## src/rtl/mem_port_arbiter_pkg.sv

```systemverilog
// Shared definitions for the memory port arbiter: FSM state encoding,
// requester identifiers and the address/data width.
package cpu_pkg;

    localparam int ADDR_W = 16;

    // Requester identifiers, also the encoding of the round-robin pointer.
    localparam logic REQ_FETCH = 1'b0;
    localparam logic REQ_DATA  = 1'b1;

    typedef enum logic [1:0] {
        IDLE   = 2'd0,
        ACCESS = 2'd1,
        DONE   = 2'd2
    } state_t;

endpackage

```

## src/rtl/mem_port_arbiter_if.sv

```systemverilog
// Bundle of requester handshakes and the shared memory port.
//   req/we/addr/wdata 0,1 : requester side (fetch = 0, data = 1)
//   gnt/ack 0,1, rdata    : per-requester grant, completion pulse, read data
//   busy                  : arbiter is not idle
//   memAddr/memRe/memWe/memWData/busD : the single memory port
// Handshake: a requester raises req with addr/we/wdata stable and keeps
// req high until its ack; ack is a single-cycle pulse, rdata is valid
// while ack is high. After ack the requester drops req or presents a new
// request; req seen during the ack cycle is ignored.
interface mem_port_arbiter_if;
    import cpu_pkg::*;

    logic              req0;
    logic              we0;
    logic [ADDR_W-1:0] addr0;
    logic [ADDR_W-1:0] wdata0;
    logic              req1;
    logic              we1;
    logic [ADDR_W-1:0] addr1;
    logic [ADDR_W-1:0] wdata1;
    logic              gnt0;
    logic              gnt1;
    logic              ack0;
    logic              ack1;
    logic [ADDR_W-1:0] rdata;
    logic              busy;
    logic [ADDR_W-1:0] memAddr;
    logic              memRe;
    logic              memWe;
    logic [ADDR_W-1:0] memWData;
    logic [ADDR_W-1:0] busD;

    // Arbiter side.
    modport slave (
        input  req0, we0, addr0, wdata0, req1, we1, addr1, wdata1, busD,
        output gnt0, gnt1, ack0, ack1, rdata, busy,
               memAddr, memRe, memWe, memWData
    );

    // Requester/memory side.
    modport master (
        output req0, we0, addr0, wdata0, req1, we1, addr1, wdata1, busD,
        input  gnt0, gnt1, ack0, ack1, rdata, busy,
               memAddr, memRe, memWe, memWData
    );

endinterface

```

## src/rtl/mem_port_arbiter_rr_pick2.sv

```systemverilog
// Combinational two-way round-robin picker.
//   req0, req1 : pending requests
//   last       : requester served most recently
//   valid      : at least one request pending
//   winner     : requester to serve (REQ_FETCH / REQ_DATA)
module rr_pick2
    import cpu_pkg::*;
(
    input  logic req0,
    input  logic req1,
    input  logic last,
    output logic valid,
    output logic winner
);

    always_comb begin
        valid  = req0 | req1;
        winner = REQ_FETCH;
        if (req0 && req1) begin
            // On a tie the requester that was not served last goes next.
            winner = ~last;
        end else if (req1) begin
            winner = REQ_DATA;
        end
    end

endmodule

```

## src/rtl/mem_port_arbiter.sv

```systemverilog
// Arbitrates the single memory port between instruction fetch (0) and
// data access (1). Each access runs IDLE -> ACCESS -> DONE; ACCESS lasts
// WAIT_CYCLES+1 cycles, DONE carries the one-cycle ack.
//   clk, rst  : clock, asynchronous active-high reset
//   bus       : requester handshakes and memory port (slave modport)
//   state_dbg : current FSM state
module mem_port_arbiter
    import cpu_pkg::*;
#(
    parameter int   WAIT_CYCLES = 0,
    parameter logic LAST_INIT   = 1'b1
) (
    input  logic                   clk,
    input  logic                   rst,
    mem_port_arbiter_if.slave      bus,
    output state_t                 state_dbg
);

    state_t            state_q, state_n;
    logic              last_q, last_n;
    logic [3:0]        wait_q, wait_n;
    logic              gnt0_q, gnt0_n, gnt1_q, gnt1_n;
    logic              ack0_q, ack0_n, ack1_q, ack1_n;
    logic              busy_q, busy_n;
    logic              re_q, re_n, we_q, we_n;
    logic [ADDR_W-1:0] addr_q, addr_n, wdata_q, wdata_n, rdata_q, rdata_n;

    logic pick_valid, pick_winner;

    rr_pick2 u_pick (
        .req0   (bus.req0),
        .req1   (bus.req1),
        .last   (last_q),
        .valid  (pick_valid),
        .winner (pick_winner)
    );

    always_ff @(posedge clk or posedge rst) begin
        if (rst) begin
            state_q <= IDLE;
            last_q  <= LAST_INIT;
            wait_q  <= 4'd0;
            gnt0_q  <= 1'b0;
            gnt1_q  <= 1'b0;
            ack0_q  <= 1'b0;
            ack1_q  <= 1'b0;
            busy_q  <= 1'b0;
            re_q    <= 1'b0;
            we_q    <= 1'b0;
            addr_q  <= '0;
            wdata_q <= '0;
            rdata_q <= '0;
        end else begin
            state_q <= state_n;
            last_q  <= last_n;
            wait_q  <= wait_n;
            gnt0_q  <= gnt0_n;
            gnt1_q  <= gnt1_n;
            ack0_q  <= ack0_n;
            ack1_q  <= ack1_n;
            busy_q  <= busy_n;
            re_q    <= re_n;
            we_q    <= we_n;
            addr_q  <= addr_n;
            wdata_q <= wdata_n;
            rdata_q <= rdata_n;
        end
    end

    always_comb begin
        state_n = state_q;
        last_n  = last_q;
        wait_n  = wait_q;
        gnt0_n  = gnt0_q;
        gnt1_n  = gnt1_q;
        ack0_n  = ack0_q;
        ack1_n  = ack1_q;
        busy_n  = busy_q;
        re_n    = re_q;
        we_n    = we_q;
        addr_n  = addr_q;
        wdata_n = wdata_q;
        rdata_n = rdata_q;
        unique case (state_q)
            IDLE: begin
                if (pick_valid) begin
                    addr_n  = pick_winner ? bus.addr1  : bus.addr0;
                    wdata_n = pick_winner ? bus.wdata1 : bus.wdata0;
                    we_n    = pick_winner ? bus.we1    : bus.we0;
                    re_n    = ~(pick_winner ? bus.we1  : bus.we0);
                    gnt0_n  = (pick_winner == REQ_FETCH);
                    gnt1_n  = (pick_winner == REQ_DATA);
                    busy_n  = 1'b1;
                    last_n  = pick_winner;
                    wait_n  = 4'(WAIT_CYCLES);
                    state_n = ACCESS;
                end
            end
            ACCESS: begin
                if (wait_q != 4'd0) begin
                    wait_n = wait_q - 4'd1;
                end else begin
                    // Last access cycle: busD is sampled on this edge.
                    if (re_q) begin
                        rdata_n = bus.busD;
                    end
                    re_n    = 1'b0;
                    we_n    = 1'b0;
                    addr_n  = '0;
                    wdata_n = '0;
                    ack0_n  = gnt0_q;
                    ack1_n  = gnt1_q;
                    state_n = DONE;
                end
            end
            DONE: begin
                ack0_n  = 1'b0;
                ack1_n  = 1'b0;
                gnt0_n  = 1'b0;
                gnt1_n  = 1'b0;
                busy_n  = 1'b0;
                state_n = IDLE;
            end
            default: begin
                state_n = IDLE;
            end
        endcase
    end

    assign bus.gnt0     = gnt0_q;
    assign bus.gnt1     = gnt1_q;
    assign bus.ack0     = ack0_q;
    assign bus.ack1     = ack1_q;
    assign bus.busy     = busy_q;
    assign bus.rdata    = rdata_q;
    assign bus.memAddr  = addr_q;
    assign bus.memRe    = re_q;
    assign bus.memWe    = we_q;
    assign bus.memWData = wdata_q;
    assign state_dbg    = state_q;

endmodule

```

## src/flat_wrapper.sv

```systemverilog
// flat-port wrapper written by rule: the top's interface ports become plain ports
module mem_port_arbiter_flat import cpu_pkg::*;
#(
    parameter int   WAIT_CYCLES = 0,
    parameter logic LAST_INIT   = 1'b1
)
  (clk, rst, state_dbg, bus_req0, bus_we0, bus_addr0, bus_wdata0, bus_req1, bus_we1, bus_addr1, bus_wdata1, bus_busD, bus_gnt0, bus_gnt1, bus_ack0, bus_ack1, bus_rdata, bus_busy, bus_memAddr, bus_memRe, bus_memWe, bus_memWData);
  mem_port_arbiter_if bus_i ();
  input  logic clk;
  input  logic rst;
  output state_t state_dbg;
  input wire logic [$bits(bus_i.req0)-1:0] bus_req0;
  input wire logic [$bits(bus_i.we0)-1:0] bus_we0;
  input wire logic [$bits(bus_i.addr0)-1:0] bus_addr0;
  input wire logic [$bits(bus_i.wdata0)-1:0] bus_wdata0;
  input wire logic [$bits(bus_i.req1)-1:0] bus_req1;
  input wire logic [$bits(bus_i.we1)-1:0] bus_we1;
  input wire logic [$bits(bus_i.addr1)-1:0] bus_addr1;
  input wire logic [$bits(bus_i.wdata1)-1:0] bus_wdata1;
  input wire logic [$bits(bus_i.busD)-1:0] bus_busD;
  output wire logic [$bits(bus_i.gnt0)-1:0] bus_gnt0;
  output wire logic [$bits(bus_i.gnt1)-1:0] bus_gnt1;
  output wire logic [$bits(bus_i.ack0)-1:0] bus_ack0;
  output wire logic [$bits(bus_i.ack1)-1:0] bus_ack1;
  output wire logic [$bits(bus_i.rdata)-1:0] bus_rdata;
  output wire logic [$bits(bus_i.busy)-1:0] bus_busy;
  output wire logic [$bits(bus_i.memAddr)-1:0] bus_memAddr;
  output wire logic [$bits(bus_i.memRe)-1:0] bus_memRe;
  output wire logic [$bits(bus_i.memWe)-1:0] bus_memWe;
  output wire logic [$bits(bus_i.memWData)-1:0] bus_memWData;
  assign bus_i.req0 = bus_req0;
  assign bus_i.we0 = bus_we0;
  assign bus_i.addr0 = bus_addr0;
  assign bus_i.wdata0 = bus_wdata0;
  assign bus_i.req1 = bus_req1;
  assign bus_i.we1 = bus_we1;
  assign bus_i.addr1 = bus_addr1;
  assign bus_i.wdata1 = bus_wdata1;
  assign bus_i.busD = bus_busD;
  assign bus_gnt0 = bus_i.gnt0;
  assign bus_gnt1 = bus_i.gnt1;
  assign bus_ack0 = bus_i.ack0;
  assign bus_ack1 = bus_i.ack1;
  assign bus_rdata = bus_i.rdata;
  assign bus_busy = bus_i.busy;
  assign bus_memAddr = bus_i.memAddr;
  assign bus_memRe = bus_i.memRe;
  assign bus_memWe = bus_i.memWe;
  assign bus_memWData = bus_i.memWData;
  mem_port_arbiter #(.WAIT_CYCLES(WAIT_CYCLES), .LAST_INIT(LAST_INIT)) u_core (.clk(clk), .rst(rst), .bus(bus_i), .state_dbg(state_dbg));
endmodule
```

## config.mk

```make
export PLATFORM = sky130hd
export DESIGN_NAME = mem_port_arbiter_flat
export DESIGN_NICKNAME = d
export VERILOG_FILES = /design/src/rtl/mem_port_arbiter_pkg.sv /design/src/rtl/mem_port_arbiter_if.sv /design/src/rtl/mem_port_arbiter_rr_pick2.sv /design/src/rtl/mem_port_arbiter.sv /design/src/flat_wrapper.sv
export SDC_FILE = /design/constraint.sdc
export NUM_CORES = 1
export LEC_CHECK = 0
export ABC_CLOCK_PERIOD_IN_PS = 1600
export BUFFER_PORTS_ARGS = -buffer_cell sky130_fd_sc_hd__buf_2
export CORE_MARGIN = 10
export CORE_UTILIZATION = 41
export DETAILED_ROUTE_END_ITERATION = 16
export PLACE_DENSITY = 0.76
export SYNTH_ARGS = -nofsm -noshare
export SYNTH_HDL_FRONTEND = slang
export SYNTH_HIERARCHICAL = 1
export SYNTH_SLANG_ARGS = --single-unit
```

## constraint.sdc

```tcl
create_clock -name clk -period 1.6 [get_ports clk]
set_input_delay 0.08 -clock clk [delete_from_list [all_inputs] [get_ports clk]]
set_output_delay 0.08 -clock clk [all_outputs]
set_load 0.02 [all_outputs]
```

### Word-level counts from Yosys, hierarchy flattened

Index checks and enable logic that the tools add are counted.

| storage, ports and cells | value |
|---|---|
| register bits | 62 |
| word-level logic and storage cells | 68 |

| operators by class | value |
|---|---|
| add/sub/neg operators | 1 |
| equal/unequal tests | 5 |
| muxes and demuxes | 31 |
| bitwise gates (word level) | 5 |
| reductions and logical operators | 13 |

Operators by type and width:

| operator | number |
|---|---|
| $mux 16 | 5 |
| $pmux 16 s2 | 2 |
| $pmux 1 s2 | 7 |
| $mux 1 | 11 |
| $reduce_and 3->1 | 3 |
| $mux 4 | 2 |
| $pmux 4 s2 | 1 |
| $reduce_and 2->1 | 4 |
| $reduce_bool 2->1 | 3 |
| $mux 2 | 2 |
| $ne 2x1->1 const B | 2 |
| $not 1->1 | 4 |
| $pmux 2 s2 | 1 |
| $reduce_bool 4->1 | 1 |
| $sub 4x1->4 const B | 1 |
| $eq 2x1->1 const B | 1 |
| $eq 2x2->1 const B | 1 |
| $logic_not 2->1 | 1 |
| $ne 2x2->1 const B | 1 |
| $logic_and 1x1->1 | 1 |
| $or 1x1->1 | 1 |

### Longest topological paths before layout

Gate-level depths: netlist of run 1.

| logic depth | value |
|---|---|
| word-level depth | 6 |
| depth in mapped cells | 7 |
| mapped depth without buffers | 5 |

### Cells and area by module

Netlist of run 1, hierarchy kept.

By module, submodules not included:

| module | times used | cells each | area each (um^2) | sequential area each (um^2) |
|---|---|---|---|---|
| mem_port_arbiter | 1 | 216 | 2854.0 | 1552.7 |
| rr_pick2 | 1 | 2 | 13.8 | 0.0 |

### Worst setup path after synthesis of run 1

OpenSTA, ideal clock, no wires.

| timing | value |
|---|---|
| path type | flip-flop to flip-flop |
| start | register u_core.wait_q[0] |
| end | register u_core.rdata_q[0] (netlist: u_core/bus.rdata[0]) |
| setup time | 125 ps |
| data arrival time | 1674 ps |
| required time | 1475 ps |
| path slack | -199 ps |
| cell stages (with the launch flop) | 8 |
| path buffers | 2 |
| cells stage by stage | dfrtp_1 > inv_1 > ha_1 > nor3b_1 > and3_1 > buf_4 > buf_12 > mux2_4 |

| between the ends | value |
|---|---|
| longest elaborated chain between the ends | 3 |

RTL lines:

| element | line | text |
|---|---|---|
| start: declaration | mem_port_arbiter.sv:21 | `logic [3:0] wait_q, wait_n;` |
| start signal: assignment | mem_port_arbiter.sv:56 | `wait_q <= wait_n;` |
| $reduce_bool 4->1 | mem_port_arbiter.sv:100 | `if (wait_q != 4'd0) begin` |
| $not 1->1 (no source line) | n/a |  |
| $reduce_and 3->1 (no source line) | n/a |  |
| end signal: assignment | mem_port_arbiter.sv:66 | `rdata_q <= rdata_n;` |
| end: declaration | mem_port_arbiter.sv:26 | `logic [ADDR_W-1:0] addr_q, addr_n, wdata_q, wdata_n, rdata_q, rdata_n;` |

Every way passes these cells.
A chain may end at the register's enable or synchronous reset.

### Worst setup path in the final report of run 1

| timing | value |
|---|---|
| start | register u_core.wait_q[0] |
| end | register u_core.rdata_q[7] (netlist: u_core/bus.rdata[7]) |

The elaborated chain is that of the path after synthesis.

==> impl_results.md, run 1 <==
* First drt pass iteration count at 4
* Synth area leaders: dfrtp_1 53%, mux2i_1 12%, o2bb2ai_1 9.8%
* Yosys warns at 6
* Buffers on Ports at 142
* Inserted Diodes at 0
* First-pass GRT wire length at 14.2 mm
* Area fraction of the dominant cell type after synthesis at a little over half
* Sequential fraction of the synthesis area at 54.1%
* Iter 0 DRT Violations at 57
* Worst r2r path cells at 6
* Clock period minus final worst setup slack at 1.65 ns
* R2R Setup Slk at -0.05 ns
* Peak Freq at 0.606 GHz
* Nets@finish at 485
* Critical Path RT at 1.81 ns
* Power Total at around 8300 uW
* Worst-Margin Slew at 0.591 ns
* Cell at the slowest stage of the critical path: dfrtp_1
* Fill cell count at ~540
* CP startpoint: u_core/wait_q[0]
* Rows at 30
* MaxCap Viol Count at 0
* WL final at 8.63 mm
* Pleak at 0.00219 uW
* Syn Inst Count at 218
* Footprint of the multi-input gates at roughly 1300 um2
* Worst skew pair latency at 0.33 ns
* Critical Path Stages at 6
* Slew HR at between 60% and 70%
* Cts bufs inserted at 9
* Mapped cell area at approximately 2900 um2
* ANT nets after route at 0
* Max Transition Viols Final at 0
* H-tree levels at 3
* Vias in the first global route at about 2800
* Core Region at 6790 um2
* Post-layout worst setup margin at -0.0508 ns
* Area of the die at 10700 um2
* CP Max Fanout at 8
* Outcome: finished, violations left
* VDD IR max at just over 1000 uV
* Area Growth Syn to Fin at 49.3%
* Crit Path Class: flip-flop to flip-flop
* Starting Density at 42.2%
* Clock slew at reported path FFs at 0.08 ns
* Worst setup SP type: flip-flop
* CTS root buffer: clkbuf_8
* Reg-to-reg startpoint: u_core/wait_q[0]
* Worst reg2reg path endpoint: u_core/bus.rdata[7]
* Largest net degree at the start of global routing at 30
* Endpoint class of the critical path: flip-flop
* Hold_sp: bus_wdata0[12]
* Hold Vio Cnt, Final at 0
* CP Capture Point: u_core/bus.rdata[7]
* Pwr/cell area at 1940 nW/um2
* Layout cells sized above 1 at 52.2%
* Syn_nets at ~310
* RSZ-0062 raised after global routing: true
* Final core occ at 63.0%
* Routed len/inst at 17.3 um
* Dpl ws at -0.0365 ns
* Post-synth top area cell: dfrtp_1
* Failing checks: negative setup slack
* TritonCTS clock tree: done
* # clock sinks at 62
* # DRC at 0
* Initial antenna violation count at 0
* DR vias/cell at 4.96
* Reg area at 1550 um2
* Vias at between 2000 and 2500
* Hold Crit Class: input port to flip-flop
* CP bufs+invs at 2
* GR Overflow Total at 0
* CP Data Arrival Time at 1.86 ns
* DIE WIDTH at between 100 and 150 um
* Detailed Place HPWL at 6.34 mm
* Largest stage delay on the critical path at 0.39 ns
* # IOs at 143
* GPL Wtd Cong at 0.723
* Synth unique cells at 42
* Setup TNS at -0.499 ns
* CP Cell Sequence: inv_2, ha_4, nor3b_4, and3_4, buf_12, mux2_4
* Finish-stage setup viols at 16
* Critical path's top delay family: simple AND/OR/NAND/NOR gates
* Gr usage total at 15.9%
* Period utilization at 103%
* Mean post-synth cell area at 13.2 um2
* Die Ht at slightly above 100 um
* Clock skew after layout at 0.0107 ns
* FF+latch count, synth at 62
* Clock Tree Buf Depth at 2
registers in the layout, indices dropped and copies added (netlist names):
register             flops
u_core/bus.ack0          1
u_core/bus.ack1          1
u_core/bus.busy          1
u_core/bus.gnt0          1
u_core/bus.gnt1          1
u_core/bus.memAddr      16
u_core/bus.memRe         1
u_core/bus.memWData     16
u_core/bus.memWe         1
u_core/bus.rdata        16
u_core/last_q            1
u_core/state_dbg         2
u_core/wait_q            4
metrics by stage:
step,cell area (um2),hold slack (ns),std cells
finish,4280,0.0489,498
global route,4280,0.0474,498
CTS,4260,0.0282,496
detailed placement,3850,0.188,461
global placement,3850,0.171,461
floorplan,2900,0.198,218
timing repair:
action / 4_1_cts / 5_1_grt
buffers inserted: 1 / 2
hold endpoints to repair: 38 / 0
cloned: 1 / 0
resized for setup: 8 / 2
pin swaps: 1 / 3
setup endpoints to repair: 16 / 22
hold buffers: 17 / 0
worst reg2reg max path, delay by kind of cell, from the launching register on:
family        cells  cell delay (ns)
fa+ha+maj         1             0.14
buf+inv           2             0.24
flops             1             0.39
mux               1             0.32
simple gates      2             0.45
layout by cell type (no fill, tap or decap), types with 2 or more instances in the layout:
cell           instances
mux2_4                16
clkinvlp_4             4
dfrtp_1               61
dlygate4sd3_1         17
nand2_1                6
or3b_1                 2
clkbuf_8               9
and3_1                 2
nand3_1                2
a32oi_1                3
nor2_1                 5
buf_12                 4
clkinv_2               2
inv_1                  3
o21ai_0                3
nor2b_1                2
buf_6                  2
buf_2                142
o211ai_1               2
mux2i_1               33
buf_4                 18
a22oi_1                2
inv_2                  2
o31ai_1                2
o2bb2ai_1             32
synthesized netlist by cell type (all sizes together):
cell type and n:
a32oi 3, dfrtp 61, inv 6, and3 3, mux2 17, clkbuf 6
nand2b 1, o21bai 2, or2 1, a21boi 1, nand4b 1, nand3 2
ha 2, buf 10, dfstp 1, o211ai 2, a21oi 1, mux2i 33
nor2 5, nor2b 3, a2bb2oi 1, nor4 1, a211o 1, o311ai 1
nand2 6, and4bb 1, nor3b 2, a21o 1, o31ai 2, o21ai 3
o2bb2ai 32, nor3 1, a221o 1, a22oi 2, or3b 2
cells by family after synthesis:
kind of cell	share of synthesized area (%)
DFF	54.1
adders and majority gates	0.872
AOI/OAI and AO/OA	15.4
and+or+nand+nor	6.02
buffers and inverters	4.06
muxes	19.5
routing by layer:
| layer | global-route usage, % | part of all wire (%) | vias to the layer above |
|---|---|---|---|
| li1 | - | - | 1186 |
| met1 | 19.2 | 43 | 1191 |
| met2 | 26.8 | 50 | 89 |
| met3 | 4.52 | 6.3 | 5 |
| met4 | 4.84 | 0.59 | 0 |
| met5 | 0 | 0 | - |
how the worst min path moves through the flow:
stage	endpoint	cells after the start
after floorplan	u_core/bus.ack0	1
after global placement	u_core/bus.rdata[14]	2
after detailed placement	u_core/bus.rdata[14]	2
after CTS	u_core/bus.memWData[12]	3
after global routing	u_core/bus.memAddr[8]	3
final	u_core/bus.memWData[12]	3
power by group:
part,switching (uW),total [uW],internal (uW)
Sequential,473,2760,2290
Combinational,2350,4320,1970
Clock,643,1210,563
cell type report:
| class | instances | area share [%] |
|---|---|---|
| repair buffers | 184 | 26.8 |
| multi-input cells | 134 | 29.5 |
| clock inverters | 7 | 1.17 |
| well taps | 96 | 2.81 |
| flip-flops and latches | 62 | 36.3 |
| clock buffers | 9 | 2.89 |
| inverters | 6 | 0.614 |
(Power assumes the default switching activity.)
==> run 2, diff against run 1 <==
--- a/config.mk
+++ b/config.mk
@@ -5,12 +5,13 @@
 export SDC_FILE = /design/constraint.sdc
 export NUM_CORES = 1
 export LEC_CHECK = 0
-export ABC_CLOCK_PERIOD_IN_PS = 1600
+export ABC_CLOCK_PERIOD_IN_PS = 1840
 export BUFFER_PORTS_ARGS = -buffer_cell sky130_fd_sc_hd__buf_2
 export CORE_MARGIN = 10
-export CORE_UTILIZATION = 41
+export CORE_UTILIZATION = 46
 export DETAILED_ROUTE_END_ITERATION = 16
-export PLACE_DENSITY = 0.76
+export GPL_TIMING_DRIVEN = 0
+export PLACE_DENSITY = 0.8
 export SYNTH_ARGS = -nofsm -noshare
 export SYNTH_HDL_FRONTEND = slang
 export SYNTH_HIERARCHICAL = 1
==> constraint.sdc (replaced) <==
create_clock -name clk -period 1.84 [get_ports clk]
set_input_delay 0.092 -clock clk [delete_from_list [all_inputs] [get_ports clk]]
set_output_delay 0.092 -clock clk [all_outputs]
set_load 0.02 [all_outputs]
==> impl_results.md, run 2 (synthesis results as in run 1) <==
* Clock period minus final worst setup slack at 1.80 ns (+0.153 ns)
* DR vias/cell at 5.22 (+5.2%)
* Die Ht at 99.0 um (-4.5%)
* Vias in the first global route at 2727 (-1.9%)
* Post-layout worst setup margin at 0.0367 ns (+0.0875 ns)
* Pwr/cell area at 1710 nW/um2 (-11%)
* Core Region at 5990 um2 (-12%)
* Max Transition Viols Final at 0 (unchanged)
* Starting Density at 47.9% (+5.7 points)
* Layout cells sized above 1 at 48.4% (-3.9 points)
* Clock skew after layout at 0.0100 ns (-0.000690 ns)
* Inserted Diodes at 0 (unchanged)
* CP Cell Sequence: inv_2, ha_4, nor3b_4, and3_4, buf_8, clkbuf_16, mux2_4
* Largest stage delay on the critical path at 0.43 ns (+0.04 ns)
* # clock sinks at 62 (unchanged)
* CP Data Arrival Time at 2.01 ns (+0.15 ns)
* Area Growth Syn to Fin at 43.7%
* Cell at the slowest stage of the critical path: dfrtp_1
* VDD IR max at 868 uV (-15%)
* Clock slew at reported path FFs at 0.07 ns (about the same)
* Outcome: finished, final reports clean
* Worst reg2reg path endpoint: u_core/bus.rdata[1]
* Pleak at 0.00212 uW (-3.1%)
* Worst skew pair latency at 0.32 ns (about the same)
* Commonest non-fill, non-tap cell in the layout: buf_2
* DIE WIDTH at 99.0 um (-4.5%)
* H-tree levels at 3 (unchanged)
* First-pass GRT wire length at 13.5 mm (-5.2%)
* GR Overflow Total at 0 (unchanged)
* Detailed Place HPWL at 6.34 mm (about the same)
* Clock Tree Buf Depth at 2 (unchanged)
* TritonCTS clock tree: done
* Crit Path Class: flip-flop to flip-flop
* R2R Setup Slk at 0.04 ns (+0.09 ns)
* Final core occ at 68.8% (+5.8 points)
* Gr usage total at 16.7% (+0.80 points)
* MaxCap Viol Count at 0 (unchanged)
* ANT nets after route at 0 (unchanged)
* First drt pass iteration count at 4 (unchanged)
* CP startpoint: u_core/wait_q[1]
* Period utilization at 98.0% (-5.2 points)
* Largest net degree at the start of global routing at 44 (+47%)
* Buffers on Ports at 142 (unchanged)
* Reg-to-reg startpoint: u_core/wait_q[1]
* Peak Freq at 0.555 GHz (-8.5%)
* Routed len/inst at 18.2 um (+5.2%)
* Power Total at 7060 uW (-15%)
* Endpoint class of the critical path: flip-flop
* # DRC at 0 (unchanged)
* Worst r2r path cells at 7 (+1)
* Worst setup SP type: flip-flop
* CP Capture Point: u_core/bus.rdata[1]
* Nets@finish at 479 (-1.2%)
* Dpl ws at -0.159 ns (-0.122 ns)
* Initial antenna violation count at 0 (unchanged)
* Vias at 2453 (-0.73%)
* Worst-Margin Slew at 0.449 ns (-0.142 ns)
* Hold Crit Class: input port to flip-flop
* Critical Path RT at 2.05 ns (+0.24 ns)
* CP Max Fanout at 8 (unchanged)
* Rows at 28 (-6.7%)
* GPL Wtd Cong at 0.829 (+15%)
* Hold Vio Cnt, Final at 0 (unchanged)
* WL final at 8.57 mm (-0.71%)
* Area of the die at 9790 um2 (-8.8%)
* CTS root buffer: clkbuf_8
* Setup TNS at 0 ns (+0.499 ns)
* Slew HR at 70.0% (+9.5 points)
* Cts bufs inserted at 9 (unchanged)
* # IOs at 143 (unchanged)
* Commonest non-fill, non-tap cells in the layout: 147 x buf_2, 60 x dfrtp_1, 33 x mux2i_1
* Finish-stage setup viols at 0 (-16)
* Iter 0 DRT Violations at 88 (+54%)
-- run 2: changes by cell type in the layout (fill, tap and decap cells not counted), sizes merged --
cell / delta
clkbuf: +9
bufinv: +1
buf: -11
clkinv: -1
clkinvlp: -3
dlygate4sd3: -2
-- run 2: worst max-delay path, delay by kind of cell, from the launching register on --
family	cells	cell delay, ns
buffers and inverters	3	0.40
adders and majority gates	1	0.14
muxes	1	0.30
and+or+nand+nor	2	0.43
DFF	1	0.43
-- run 2: repair_timing --
action | CTS | global route
gates resized for setup | 4 | 9
cloned | 0 | 1
hold buffers | 14 | 1
buffers inserted | 1 | 2
endpoints found under the hold margin | 32 | 1
endpoints found under the setup margin | 17 | 33
-- run 2: cell type report --
| cell class | count | area [um2] |
|---|---|---|
| clock buffers | 11 | 141 |
| plain buffers | 16 | 103 |
| fillers | 457 | 1870 |
| well taps | 75 | 93.8 |
| multi-input cells | 134 | 1230 |
| flip-flops and latches | 62 | 1550 |
| inverters | 6 | 25.0 |
| clock inverters | 4 | 47.5 |
| repair buffers | 162 | 928 |
-- run 2: per-layer routing --
layer	GRT usage, %	vias up	wire length (um)
met4	5.62	0	112
met2	29.5	86	4650
met1	18.9	1191	3330
li1	-	1167	-
met3	4.61	9	485
met5	0	-	0
-- run 2: how the worst min path moves through the flow --
| stage | from | endpoint | cells after the start |
|---|---|---|---|
| final | bus_busD[2] | u_core/bus.rdata[2] | 2 |
| after global routing | bus_busD[2] | u_core/bus.rdata[2] | 2 |
| after CTS | bus_busD[10] | u_core/bus.rdata[10] | 2 |
| after detailed placement | rst | u_core/bus.rdata[2] | 2 |
| after global placement | bus_busD[10] | u_core/bus.rdata[10] | 2 |
| after floorplan | bus_busD[10] | u_core/bus.rdata[10] | 1 |
-- run 2: power breakdown --
part / switching (uW) / leakage (uW) / total, uW / internal, uW
Sequential: 415 / 0.000774 / 2410 / 1990
Clock: 508 / 0.0000952 / 1160 / 651
Combinational: 2020 / 0.00125 / 3490 / 1470
-- run 2: metrics by stage --
step	cell area [um2]	hold slack (ns)	cells
6_report	4120	0.0133	470
5_1_grt	4120	0.00422	470
4_1_cts	4040	0.00148	466
3_5_place_dp	3690	0.124	436
3_3_place_gp	3670	0.309	435
2_1_floorplan	2870	0.227	218
==> run 3, diff against run 2 <==
--- a/config.mk
+++ b/config.mk
@@ -11,6 +11,7 @@
 export CORE_UTILIZATION = 46
 export DETAILED_ROUTE_END_ITERATION = 16
 export GPL_TIMING_DRIVEN = 0
+export MAX_ROUTING_LAYER = met4
 export PLACE_DENSITY = 0.8
 export SYNTH_ARGS = -nofsm -noshare
 export SYNTH_HDL_FRONTEND = slang
==> impl_results.md, run 3 (synthesis results as in run 1) <==
* Outcome: finished, final reports clean
* GPL Wtd Cong at 0.841 (+1.5%)
* Max Transition Viols Final at 0 (unchanged)
* CP Data Arrival Time at 2.01 ns (about the same)
* Worst setup SP type: flip-flop
* Iter 0 DRT Violations at 87 (-1.1%)
* MaxCap Viol Count at 0 (unchanged)
* Largest stage delay on the critical path at 0.43 ns (about the same)
* Area of the die at 9790 um2 (unchanged)
* Area Growth Syn to Fin at 43.3%
* Die Ht at 99.0 um (unchanged)
* Worst-Margin Slew at 0.446 ns (-0.00274 ns)
* Cell Count, Final, Fillers Out at 469 (-0.21%)
* Worst reg2reg path endpoint: u_core/bus.rdata[1]
* ANT nets after route at 0 (unchanged)
* Commonest non-fill, non-tap cell in the layout: buf_2
* Detailed Place HPWL at 6.34 mm (unchanged)
* Hold Path Stages at 2 (unchanged)
* Reg-to-reg startpoint: u_core/wait_q[1]
* Layout cells sized above 1 at 48.5% (+0.12 points)
* Initial antenna violation count at 0 (unchanged)
* Largest net degree at the start of global routing at 44 (unchanged)
* R2R Setup Slk at 0.04 ns (about the same)
* Rows at 28 (unchanged)
* WL final at 8.52 mm (-0.58%)
* Vias at 2439 (-0.57%)
* DR vias/cell at 5.20 (-0.36%)
* CTS root buffer: clkbuf_8
* Worst r2r path cells at 7 (unchanged)
* Worst skew pair latency at 0.32 ns (about the same)
* Inserted Diodes at 0 (unchanged)
* # IOs at 143 (unchanged)
* H-tree levels at 3 (unchanged)
* Dpl cells at 436 (unchanged)
* Gr usage total at 17.1% (+0.35 points)
* Critical Path RT at 2.05 ns (about the same)
* Clock Tree Buf Depth at 2 (unchanged)
* Hold Crit Class: input port to flip-flop
* Setup TNS at 0 ns (unchanged)
* Clock skew after layout at 0.0104 ns (+0.000369 ns)
* Endpoint class of the critical path: flip-flop
* Vias in the first global route at 2734 (+0.26%)
* Hold Vio Cnt, Final at 0 (unchanged)
* First drt pass iteration count at 4 (unchanged)
* Nets@finish at 478 (-0.21%)
* Slew HR at 70.2% (+0.24 points)
* # DRC at 0 (unchanged)
* TritonCTS clock tree: done
* Pwr/cell area at 1720 nW/um2 (+0.13%)
* Pleak at 0.00211 uW (-0.20%)
* Peak Freq at 0.555 GHz (about the same)
* Routed len/inst at 18.2 um (-0.37%)
* # clock sinks at 62 (unchanged)
* Commonest non-fill, non-tap cells in the layout: 147 x buf_2, 60 x dfrtp_1, 33 x mux2i_1
* Fin Hold WS at 0.0116 ns (-0.00164 ns)
* Period utilization at 97.9% (about the same)
* First-pass GRT wire length at 13.4 mm (-0.51%)
* Crit Path Class: flip-flop to flip-flop
* Worst Hold Path EP: u_core/bus.rdata[5]
* Buffers on Ports at 142 (unchanged)
* Clock period minus final worst setup slack at 1.80 ns (-0.00112 ns)
* Hold_sp: bus_busD[5]
* Clock slew at reported path FFs at 0.07 ns (about the same)
* Finish-stage setup viols at 0 (unchanged)
* Cell at the slowest stage of the critical path: dfrtp_1
* Starting Density at 47.9% (unchanged)
* CP Cell Sequence: inv_2, ha_4, nor3b_4, and3_4, buf_8, clkbuf_16, mux2_4
* DIE WIDTH at 99.0 um (unchanged)
* Core Region at 5990 um2 (unchanged)
* CP Max Fanout at 8 (unchanged)
* VDD IR max at 866 uV (-0.28%)
* Cts bufs inserted at 9 (unchanged)
* GR Overflow Total at 0 (unchanged)
## run 3: worst max path at each step
stage	start	to	cells after the start	slack [ns]
2_1_floorplan	u_core/wait_q[0]	u_core/bus.rdata[0]	7	0.04
3_3_place_gp	rst	u_core/bus.memWData[4]	2	-0.51
3_5_place_dp	u_core/wait_q[0]	u_core/bus.rdata[2]	7	-0.16
4_1_cts	u_core/wait_q[0]	u_core/bus.rdata[2]	7	0.03
5_1_grt	u_core/wait_q[1]	u_core/bus.memAddr[11]	6	-0.04
6_report	u_core/wait_q[1]	u_core/bus.rdata[1]	7	0.04
## run 3: metrics by stage
stage / area, um2 / worst slack, ns / util, % / total power (uW)
floorplan: 2870 / 0.0406 / - / 4590
global placement: 3670 / -0.510 / 61.3 / 5610
detailed placement: 3690 / -0.159 / 61.6 / 5720
CTS: 4040 / 0.0283 / 67.5 / 6970
global route: 4110 / -0.0412 / 68.6 / 7520
finish: 4110 / 0.0379 / 68.6 / 7050
## run 3: repair_timing
action / 4_1_cts / 5_1_grt
gates resized for setup: 4 / 9
hold endpoints to repair: 32 / 0
hold buffers: 14 / 0
endpoints found under the setup margin: 17 / 33
buffers inserted: 1 / 2
gates cloned: 0 / 1
## run 3: metal layers
| layer | global-route usage [%] | vias up | part of all wire (%) | wire (um) |
|---|---|---|---|---|
| met1 | 19.4 | 1180 | 40 | 3410 |
| met5 | - | - | 0 | 0 |
| met2 | 29.6 | 84 | 55 | 4670 |
| met4 | 5.62 | 0 | 1.0 | 85 |
| met3 | 3.00 | 6 | 4.2 | 357 |
| li1 | - | 1169 | - | - |
## run 3: layout make-up
type / instances / area, um2
multi-input cells: 134 / 1230
repair buffers: 161 / 918
well taps: 75 / 93.8
plain buffers: 16 / 103
fillers: 456 / 1880
flip-flops and latches: 62 / 1550
inverters: 6 / 25.0
clock inverters: 4 / 47.5
clock buffers: 11 / 141
## run 3: critical path, delay by kind of cell, from the launching register on
kind | cells | cell delay [ns]
buffers and inverters | 3 | 0.40
muxes | 1 | 0.30
adders and majority gates | 1 | 0.14
DFF | 1 | 0.43
and+or+nand+nor | 2 | 0.43
## run 3: report_power, final
part	switching (uW)	internal [uW]	leakage (uW)
sequential	414	1990	0.000774
clock	503	651	0.0000952
combinational	2020	1470	0.00124
total	2940	4110	0.00211
